<file path="config.mk">
export PLATFORM = sky130hd
export DESIGN_NAME = tlc_phase_scheduler
export DESIGN_NICKNAME = d
export VERILOG_FILES = /design/src/rtl/tlc_phase_scheduler.sv
export SDC_FILE = /design/constraint.sdc
export NUM_CORES = 1
export LEC_CHECK = 0
export CAP_MARGIN = 20
export CORE_MARGIN = 2
export CORE_UTILIZATION = 44
export DETAILED_ROUTE_END_ITERATION = 12
export PLACE_DENSITY = 0.8
export SLEW_MARGIN = 40
export SYNTH_ARGS = -nofsm -noshare
export SYNTH_HDL_FRONTEND = slang
export SYNTH_SLANG_ARGS = --single-unit
export TNS_END_PERCENT = 20
</file>
<file path="constraint.sdc">
create_clock -name clk -period 2 [get_ports clk]
set_input_delay 0.2 -clock clk [delete_from_list [all_inputs] [get_ports clk]]
set_output_delay 0.2 -clock clk [all_outputs]
set_load 0.02 [all_outputs]
</file>
<file path="src/rtl/tlc_phase_scheduler.sv">
// Two-road intersection phase scheduler: green/yellow/all-red sequencing with
// min/max green, latched pedestrian requests and a tick-driven phase timer.
module tlc_phase_scheduler #(
    parameter int unsigned T_GREEN_MIN = 20,
    parameter int unsigned T_GREEN_MAX = 40,
    parameter int unsigned T_YELLOW    = 5,
    parameter int unsigned T_ALLRED    = 2,
    parameter int unsigned T_WALK      = 10,
    parameter int unsigned W           = 6
) (
    input  logic         clk,
    input  logic         res_n,
    input  logic         tick,
    input  logic         s_a,
    input  logic         s_b,
    input  logic         p_a,
    input  logic         p_b,
    output logic         Ga,
    output logic         Ya,
    output logic         Ra,
    output logic         Gb,
    output logic         Yb,
    output logic         Rb,
    output logic         walk_a,
    output logic         walk_b,
    output logic [W-1:0] t,
    output logic [2:0]   phase
);

    typedef enum logic [2:0] {
        A_GREEN  = 3'd0,
        A_YELLOW = 3'd1,
        A_CLEAR  = 3'd2,
        B_GREEN  = 3'd3,
        B_YELLOW = 3'd4,
        B_CLEAR  = 3'd5
    } state_t;

    localparam logic [W:0]   GMIN_R   = (W+1)'(T_GREEN_MIN);
    localparam logic [W:0]   GMAX_R   = (W+1)'(T_GREEN_MAX);
    localparam logic [W:0]   YEL_R    = (W+1)'(T_YELLOW);
    localparam logic [W:0]   ALLRED_R = (W+1)'(T_ALLRED);
    localparam logic [W-1:0] T_SAT    = W'(T_GREEN_MAX - 1);
    localparam logic [W-1:0] WALK_T   = W'(T_WALK);

    state_t       state, state_nxt;
    logic [W-1:0] t_nxt;
    logic [W:0]   t_run;
    logic         pend_a, pend_b, wflag_a, wflag_b;
    logic         dem_a, dem_b, enter_a, enter_b;

    always_comb begin
        dem_a     = s_a | pend_a;
        dem_b     = s_b | pend_b;
        t_run     = {1'b0, t} + 1'b1;
        state_nxt = state;
        case (state)
            A_GREEN:  if (tick && t_run >= GMIN_R && dem_b && (!s_a || t_run >= GMAX_R))
                          state_nxt = A_YELLOW;
            A_YELLOW: if (tick && t_run == YEL_R)    state_nxt = A_CLEAR;
            A_CLEAR:  if (tick && t_run == ALLRED_R) state_nxt = B_GREEN;
            B_GREEN:  if (tick && t_run >= GMIN_R && dem_a && (!s_b || t_run >= GMAX_R))
                          state_nxt = B_YELLOW;
            B_YELLOW: if (tick && t_run == YEL_R)    state_nxt = B_CLEAR;
            B_CLEAR:  if (tick && t_run == ALLRED_R) state_nxt = A_GREEN;
            default:  state_nxt = A_GREEN;
        endcase

        // Illegal-code recovery changes state without a tick, so it also zeroes t.
        if (state_nxt != state)
            t_nxt = '0;
        else if (tick && t != T_SAT)
            t_nxt = t + 1'b1;
        else
            t_nxt = t;

        enter_a = (state_nxt == A_GREEN) && (state != A_GREEN);
        enter_b = (state_nxt == B_GREEN) && (state != B_GREEN);
    end

    always_ff @(posedge clk) begin
        if (!res_n) begin
            state   <= A_GREEN;
            t       <= '0;
            pend_a  <= 1'b0;
            pend_b  <= 1'b0;
            wflag_a <= 1'b0;
            wflag_b <= 1'b0;
        end else begin
            state <= state_nxt;
            t     <= t_nxt;
            if (enter_a) begin
                wflag_a <= pend_a | p_a;
                pend_a  <= 1'b0;
            end else begin
                pend_a  <= pend_a | p_a;
            end
            if (enter_b) begin
                wflag_b <= pend_b | p_b;
                pend_b  <= 1'b0;
            end else begin
                pend_b  <= pend_b | p_b;
            end
        end
    end

    always_comb begin
        {Ga, Ya, Ra, Gb, Yb, Rb} = '0;
        case (state)
            A_GREEN:  begin Ga = 1'b1; Rb = 1'b1; end
            A_YELLOW: begin Ya = 1'b1; Rb = 1'b1; end
            B_GREEN:  begin Ra = 1'b1; Gb = 1'b1; end
            B_YELLOW: begin Ra = 1'b1; Yb = 1'b1; end
            default:  begin Ra = 1'b1; Rb = 1'b1; end
        endcase
        phase  = state;
        walk_a = (state == A_GREEN) && wflag_a && (t < WALK_T);
        walk_b = (state == B_GREEN) && wflag_b && (t < WALK_T);
    end

endmodule

</file>
==> impl_metrics.tcl <==
set metrics [dict create \
    outcome "finished, final reports clean" \
    grt-ovfl-total 0 \
    antennaDiodeCount 0 \
    async_flop_share_pct 0 \
    fin_crit_sh_pct 96.50 \
    synthCells 121 \
    ys_seq_area_share_pct 24.88 \
    syn-num-nets 131 \
    critical_path.top_delay_family "buffers and inverters" \
    dpl.hpwl_microns 2181 \
    crit_arrival_ns 1.73 \
    cts_sinks 13 \
    die-area_sq_um 2783 \
    numCtsBuffers 3 \
    finalHoldViolCount 0 \
    vias 1110 \
    die_w_microns 52.76 \
    cp-end-kind "primary output" \
    fin_util_pct 63.36 \
    drc 0 \
    layout-drive-gt1-share_pct 27.10 \
    cp_num_buf_inv 2 \
    grt_first_pass_wirelength_microns 4595 \
    core_area_sq_um 2233 \
    grt_max_degree 12 \
    critPathSlowestCell "clkdlybuf4s50_1" \
    cts_tree "done" \
    critical-path-max-stage-delay_ns 0.59 \
    clockBufferDepth 2 \
    slew_violations 0 \
    fin_setup_tns_ns 0 \
    wl_microns 2793 \
    max_cap_viol_count 0 \
    num_rows 17 \
    busiest_layer "met2" \
    hold_class "register to register" \
    cts.htree.levels 1 \
    ys.flop_type "dfxtp_1" \
    pin_count 24 \
    finClkSkew_ns 0.002896 \
    die_h_microns 52.76 \
    worst_pin_slew_ns 0.4382 \
    cp.required_ns 1.80 \
    grt_pass1_vias 1062 \
    wire_per_inst_microns 15.26 \
    syn_avg_cell_area_sq_um 8.645 \
    leakage_nw 0.5483 \
    start_kind "register" \
    firstDrtPassIters 4 \
    clkLatencyLatePin_ns 0.30 \
    fin_crit_ns 1.930 \
    grt.met3_usage_pct 3.714 \
    cts.clk_slew.worst_paths_ns 0.08 \
    synth_area_sq_um 1046 \
    grt_use_met1_pct 28.99 \
    gpl.final_weighted_congestion 0.9934 \
    drt_iter0_markers 55 \
    viasPerCell 6.066 \
    ir_worst_vdd_uv 449.9 \
    antenna_found_initial 0 \
    slew_headroom_pct 70.56 \
    synth.yosys.warnings 0 \
    synth_edf_count 0 \
    path_class "register to primary output" \
    ys_ff_latch 13 \
    synth.distinct_cells 46 \
    ant_nets 0 \
    timing.fmax_mhz 518.1 \
    start_util_pct 46.83 \
    cts_hold_buf 0 \
    cp_max_fo 8 \
    fill_cells 176 \
    track_usage_pct 22.53 \
    portBuffers 23 \
    crit_chain "nand2_1, nor2_1, buf_4, clkdlybuf4s50_1" \
    fin_nets 166 \
    p_per_area_nw_per_um2 399.6 \
    area_delta_synth_final_pct 35.29 \
    setup_viol 0 \
    grtUsageMet2_pct 34.38 \
    clockRootBuffer "clkbuf_4" \
]
## placed cells by master (no fill, tap or decap), drive strengths merged, types with 5 or more instances in the layout
| cell | count |
|---|---|
| inv | 7 |
| buf | 13 |
| a21oi | 6 |
| clkdlybuf4s50 | 20 |
| and3 | 6 |
| nor3 | 8 |
| dfxtp | 13 |
| nand3 | 5 |
| nand2 | 12 |
| nor2 | 12 |
## power breakdown
group / switching [W] / internal [W]
clock: 0.0000955 / 0.0000780
combinational: 0.0000604 / 0.0000567
sequential: 0.00000805 / 0.000267
total: 0.000164 / 0.000402
## cell families (layout without fill, tap and decap cells)
family          count (synthesis)  in the layout  share of synthesized area (%)
compound gates                 29             29                          26.56
flops                          13             13                          24.88
mux                             2              2                          1.914
buf+inv                        13             47                          8.373
simple gates                   56             56                          30.50
xor+xnor                        5              5                          4.187
fa+ha+maj                       3              3                          3.589
## layer usage
| layer | up-vias | wire (microns) | share of wire [%] |
|---|---|---|---|
| met3 | 7 | 164 | 5.9 |
| met5 | - | 0 | 0 |
| met2 | 47 | 1357 | 49 |
| met4 | 0 | 72 | 2.6 |
| li1 | 521 | - | - |
| met1 | 535 | 1198 | 43 |
## cell usage after synthesis, types with 2 or more instances
cell type	n	area [sq um]
xor2_1	3	26.28
clkbuf_8	2	27.53
buf_4	3	22.52
a22oi_1	2	15.01
nor3_1	8	40.04
nor2_1	12	45.04
a31oi_1	3	18.77
nand2_1	12	45.04
inv_1	6	22.52
and3_1	5	31.28
a21oi_1	6	30.03
nand4_1	2	12.51
nand3_1	5	25.02
mux2i_1	2	20.02
nor4b_1	3	26.28
ha_1	3	37.54
xnor2_1	2	17.52
o21ai_0	2	10.01
dfxtp_1	13	260.3
## metrics by stage
stage	worst slack [ns]	total power (W)	cell area, sq um	hold WS, ns	cells
2_1_floorplan	0.006628	0.0003408	1047	0.3459	121
3_3_place_gp	0.08051	0.0003868	1349	0.4444	179
3_5_place_dp	0.02313	0.0003917	1349	0.4944	179
4_1_cts	0.01079	0.0005564	1375	0.5080	183
5_1_grt	-0.008727	0.0005879	1415	0.5236	183
6_report	0.06996	0.0005655	1415	0.4997	183
## final cells by class
class	count	area, sq um	share of cell area (%)
well taps	28	35.03	2.476
flip-flops and latches	13	267.8	18.92
clock buffers	4	26.28	1.857
multi-input cells	95	735.7	51.99
repair buffers	36	324.1	22.90
inverters	7	26.28	1.857
## flip-flops by register name, summed over array words and instances, names as in the netlist
name	count
pend_a	1
pend_b	1
phase	3
t	6
wflag_a	1
wflag_b	1
## worst min-delay path: cells and delay by family, from the launching register on
kind	cells	cell delay, ns
AND/OR/NAND/NOR	1	0.06
flip-flops	1	0.32
multiplexers	1	0.07
## path summary, 6_finish.rpt
| kind | to | slack (ns) | cells after the start | from |
|---|---|---|---|---|
| setup / recovery | Gb | 0.07 | 4 | phase[1]$_SDFF_PN0_ |
| hold / removal | wflag_a$_SDFFE_PN0P_ | 0.50 | 2 | wflag_a$_SDFFE_PN0P_ |
| setup reg to reg | t[1]$_SDFFE_PP0P_ | 0.11 | 7 | t[0]$_SDFFE_PP0P_ |
| hold reg to reg | wflag_a$_SDFFE_PN0P_ | 0.50 | 2 | wflag_a$_SDFFE_PN0P_ |
## repair_timing
action                     4_1_cts  5_1_grt
resized for setup                5       10
setup endpoints to repair        6        9
setup buffers                    0        0
pin swaps                        0        1
cloned                           0        0
(Power assumes the default switching activity.)
